## config.mk

```make
export PLATFORM = sky130hd
export DESIGN_NAME = div8_seq
export DESIGN_NICKNAME = d
export VERILOG_FILES = /design/src/rtl/div8_seq.sv
export SDC_FILE = /design/constraint.sdc
export NUM_CORES = 1
export LEC_CHECK = 0
export CELL_PAD_IN_SITES_DETAIL_PLACEMENT = 0
export CELL_PAD_IN_SITES_GLOBAL_PLACEMENT = 1
export CORE_UTILIZATION = 37
export CTS_CLUSTER_DIAMETER = 30
export DETAILED_ROUTE_END_ITERATION = 10
export MAX_ROUTING_LAYER = met4
export PLACE_DENSITY_LB_ADDON = 0.1
export SKIP_LAST_GASP = 1
export SYNTH_ARGS = -nofsm -noshare
export SYNTH_HDL_FRONTEND = slang
export SYNTH_SLANG_ARGS = --single-unit
export TNS_END_PERCENT = 1
```

## constraint.sdc

```tcl
create_clock -name clk -period 4.2 [get_ports clk]
set_clock_uncertainty 0.2 [all_clocks]
set_input_delay 0.84 -clock clk [delete_from_list [all_inputs] [get_ports clk]]
set_output_delay 0.84 -clock clk [all_outputs]
set_load 0.005 [all_outputs]
```

## src/rtl/div8_seq.sv

```systemverilog
// Iterative 8-bit unsigned restoring divider: one subtract-and-shift step per clock,
// with quotient/remainder/div_by_zero registered at completion and a one-cycle done.

module div8_fa (
  input  logic a,
  input  logic b,
  input  logic ci,
  output logic s,
  output logic co
);
  assign s  = a ^ b ^ ci;
  assign co = (a & b) | (a & ci) | (b & ci);
endmodule

// 9-bit trial subtract t = a - {1'b0,b}, done as a + ~b + 1 on a ripple chain.
module div8_sub9 (
  input  logic [8:0] a,
  input  logic [7:0] b,
  output logic [8:0] t
);
  logic [8:0] c;
  assign c[0] = 1'b1;

  for (genvar gi = 0; gi < 8; gi++) begin : g_bit
    div8_fa u_fa (
      .a  (a[gi]),
      .b  (~b[gi]),
      .ci (c[gi]),
      .s  (t[gi]),
      .co (c[gi+1])
    );
  end

  // Top bit: inverted zero-extension bit is 1, so s = ~(a ^ c).
  assign t[8] = ~(a[8] ^ c[8]);
endmodule

module div8_seq (
  input  logic       clk,
  input  logic       rst,
  input  logic       start,
  input  logic [7:0] dividend,
  input  logic [7:0] divisor,
  output logic [7:0] quotient,
  output logic [7:0] remainder,
  output logic       busy,
  output logic       done,
  output logic       div_by_zero
);
  typedef enum logic [1:0] {IDLE, RUN, DONE} state_t;

  state_t     state;
  logic [7:0] q_sr;
  logic [7:0] d_reg;
  logic [7:0] r_reg;
  logic [2:0] count;

  logic [8:0] t;
  logic       no_borrow;
  logic [7:0] r_nxt;
  logic [7:0] q_nxt;

  div8_sub9 u_sub (
    .a ({r_reg, q_sr[7]}),
    .b (d_reg),
    .t (t)
  );

  // R < D holds every step, so t[8] is a clean borrow indicator.
  assign no_borrow = ~t[8];
  assign r_nxt     = no_borrow ? t[7:0] : {r_reg[6:0], q_sr[7]};
  assign q_nxt     = {q_sr[6:0], no_borrow};

  always_ff @(posedge clk or posedge rst) begin
    if (rst) begin
      state       <= IDLE;
      q_sr        <= '0;
      d_reg       <= '0;
      r_reg       <= '0;
      count       <= '0;
      quotient    <= '0;
      remainder   <= '0;
      busy        <= 1'b0;
      done        <= 1'b0;
      div_by_zero <= 1'b0;
    end else begin
      done <= 1'b0;
      case (state)
        IDLE, DONE: begin
          if (start) begin
            q_sr  <= dividend;
            d_reg <= divisor;
            r_reg <= '0;
            count <= '0;
            if (divisor == 8'd0) begin
              quotient    <= 8'hFF;
              remainder   <= dividend;
              div_by_zero <= 1'b1;
              done        <= 1'b1;
              busy        <= 1'b0;
              state       <= DONE;
            end else begin
              busy  <= 1'b1;
              state <= RUN;
            end
          end else begin
            state <= IDLE;
          end
        end
        RUN: begin
          q_sr  <= q_nxt;
          r_reg <= r_nxt;
          count <= count + 3'd1;
          if (count == 3'd7) begin
            quotient    <= q_nxt;
            remainder   <= r_nxt;
            div_by_zero <= 1'b0;
            busy        <= 1'b0;
            done        <= 1'b1;
            state       <= DONE;
          end
        end
        default: state <= IDLE;
      endcase
    end
  end
endmodule

```

==> metrics list <==
* Outcome: finished, final reports clean
- After layout, the worst setup slack is 0.0230 ns.
* Number of buffers inserted during clock tree synthesis: 5
- In this run, synthesis produced a sequential element count of 48.
- Average routed wire per standard cell: 17.0 um
- The critical path ends at remainder[3].
* Final core utilization: 48.5%
- At the pin with the least slew margin, the transition time is 1.15 ns.
- Count of buffers inserted at the top-level ports: 37
- Synth-to-Final Area Change: 27.4%
- FF-to-FF Start: q_sr[7]
- Worst IR Drop VDD: 415 uV
- Leaving out fill and tap cells, the most frequent cell in the layout is nand2_1.
- First-iteration detailed-routing DRC count: 88
- The die is 82.6 um wide.
- Row generation in the floorplan step produced 29 rows.
- After the last flow step, the layout net total stands at 299.
* Power density relative to cell area: 863 mW/mm^2
* Initial Util: 38.1%
* Nets in the synthesized netlist: 260
- Number of antenna violations at the first check in global routing: 0
* Unique cell type count in the Yosys netlist: 33
- After detailed routing, the number of remaining DRC violations is 0.
- Number of ports placed on the die boundary: 38
- Number of global-route vias before repair: 1886
- Average size of a mapped cell: 10.4 um^2
- Post-synth top flop: dfrtp_1
* Required @ worst endpoint: 4.22 ns
- Async set or reset register ratio after synthesis: 100%
- Slowest stage cell, crit path: fa_2
- Setup TNS: 0 ns
* Detailed placer's ending HPWL: 3700 um
* Post-Route Hold Slack: 0.298 ns
- RSZ-0062 raised after global routing: yes
- After layout, the design draws a total of 0.00264 W.
- The critical path goes through inv_1 > ha_2 > fa_2 > fa_2 > fa_2 > fa_2 > fa_2 > fa_2 > fa_2 > xor2_4 > or3_1 > a41oi_1.
- The worst setup path is captured at a flip-flop.
- Yosys warning total: 0
- The H-tree was split into 2 levels.
* Buffers plus inverters on the worst setup path: 1
- Yosys mapped a number of flops with a built-in enable equal to 0.
- Summed instance area of the synthesized netlist: 0.00240 mm^2
* CP arrival: 4.20 ns
* Placer Congestion: 0.699
- Entering global routing, the biggest net connects 49 pins.
- CTS saw 48 sinks.
* Depth of the worst register-to-register path: 12
- The largest single stage delay on the critical path is 0.45 ns.
* Core Region: 0.00631 mm^2
* Clock transition at the registers of the reported paths: 0.09 ns
- Tmin final: 4.18 ns
- Largest driver fanout on the critical path: 8
* R2R Setup Slk: 0.02 ns
* Global-route congestion overflow total: 0
* Class of the tightest hold or removal check: flip-flop to flip-flop
* Detailed Route WL: 5930 um
* Share of post-route cells with drive strength above 1: 18.1%
* Via-per-instance ratio: 5.35
* Worst setup startpoint: q_sr[7]
- The analysis attributes to cell leakage a power of 1.30 nW.
* WP depth: 12
- The later pin in the worst-skew pair is clocked with a latency of 0.30 ns.
- Counting the fill cells in the layout gives 623.
* Max Root-Sink Buffers: 2
- Die Footprint: 0.00683 mm^2
* Upper clock frequency limit: 0.239 GHz
* Cell count after synthesis: 231
- Number of maximum-capacitance violations: 0
* Buffer cell driving the clock tree root: clkbuf_8
- The number of hold violations in the final report was 0.
* CTS tree: done
- The routed layout has 1862 vias.
- OpenSTA, run right after detailed placement, puts the worst setup slack at -0.202 ns.
- Before antenna repair, the detailed router went through 4 iterations.
* Critical path's top delay family: adder cells
* Crit path launch type: flip-flop
- The endpoint identified for the worst register-to-register timing path is remainder[3].
- The number of antenna diodes in the final layout is 0.
- Across every metal layer, demand over resource in global routing totals 20.3%.
- In this design, the critical path's most frequently occurring cell is fa_2.
- Fraction of the yosys area taken by sequential cells: 49.9%
- The worst setup path is of the flip-flop to flip-flop kind.
* # setup viols final: 0
- Measured against its own limit, the worst slew margin works out to 23.4%.
- Once detail routing completed, the nets flagged for antenna violations numbered 0.
- Max Slew Vio Count: 0
- In the layout the commonest cells are nand2_1, dfrtp_1, clkdlybuf4s50_1.
- The first global-routing pass estimated 9680 um of wire.
- After clock tree synthesis, the flow added hold-fix buffers numbering 0.
- Die boundary height: 82.6 um
- Of the available clock period, the critical path in the final layout requires 99.5%.
==> repair_timing <==
action	CTS	global route
setup buffers	4	0
endpoints found under the setup margin	18	15
gates cloned	2	0
pin swaps	10	3
resized for setup	9	3
==> how the worst min path moves through the flow <==
| stage | slack, ns | end | startpoint | cells after the start |
|---|---|---|---|---|
| floorplan | 0.25 | d_reg[0] | d_reg[0] | 2 |
| global placement | 0.27 | d_reg[0] | d_reg[0] | 2 |
| detailed placement | 0.28 | count[0] | count[0] | 1 |
| CTS | 0.30 | count[0] | count[0] | 1 |
| global route | 0.35 | quotient[7] | quotient[7] | 2 |
| finish | 0.30 | count[0] | count[0] | 1 |
==> cells in the mapped netlist (3+ instances only) <==
cell type  instances  area [um^2]
nand2_1           49          184
dfrtp_1           48         1200
nand3_1           25          125
inv_1             17         63.8
buf_2             10         50.1
nor2_1             9         33.8
a311oi_1           8         70.1
a31oi_1            7         43.8
fa_1               7          140
mux2i_1            7         70.1
a41oi_1            5         43.8
or3_1              5         31.3
a41oi_2            3         48.8
clkbuf_1           3         11.3
ha_1               3         37.5
or3_4              3         33.8
==> cells by family after synthesis <==
| logic type | share of synthesized area, % |
|---|---|
| flip-flops | 49.9 |
| adder cells (fa/ha/maj) | 7.39 |
| buffers and inverters | 7.28 |
| XOR/XNOR | 0.677 |
| AO/OA/AOI/OAI | 11.7 |
| AND/OR/NAND/NOR | 19.5 |
| multiplexers | 3.54 |
==> per-layer routing <==
layer,routed length (um),global-route usage [%],part of all wire [%],vias up
met1,2870,27.6,48,930
met2,2710,30.3,46,44
li1,-,-,-,881
met4,76,6.72,1.3,0
met5,0,-,0,-
met3,273,3.96,4.6,7
==> stage by stage <==
stage / instances / instance area, um^2
2_1_floorplan: 231 / 2430
3_3_place_gp: 334 / 2830
3_5_place_dp: 334 / 2830
4_1_cts: 348 / 3050
5_1_grt: 348 / 3060
6_report: 348 / 3060
==> report_power, final <==
| part | switching (W) | total [W] | internal [W] |
|---|---|---|---|
| sequential | 0.000169 | 0.000864 | 0.000696 |
| combinational | 0.000741 | 0.00149 | 0.000745 |
| clock | 0.000160 | 0.000291 | 0.000132 |
| total | 0.00107 | 0.00264 | 0.00157 |
==> cell type report <==
class	instances	area (um^2)	share of cell area, %
clock buffers	6	82.6	2.70
repair buffers	47	449	14.7
clock inverters	2	10.0	0.327
flip-flops and latches	48	1200	39.2
inverters	17	63.8	2.08
well taps	77	96.3	3.15
multi-input cells	151	1160	37.9
Note: power is estimated with default switching activity, not from simulation.
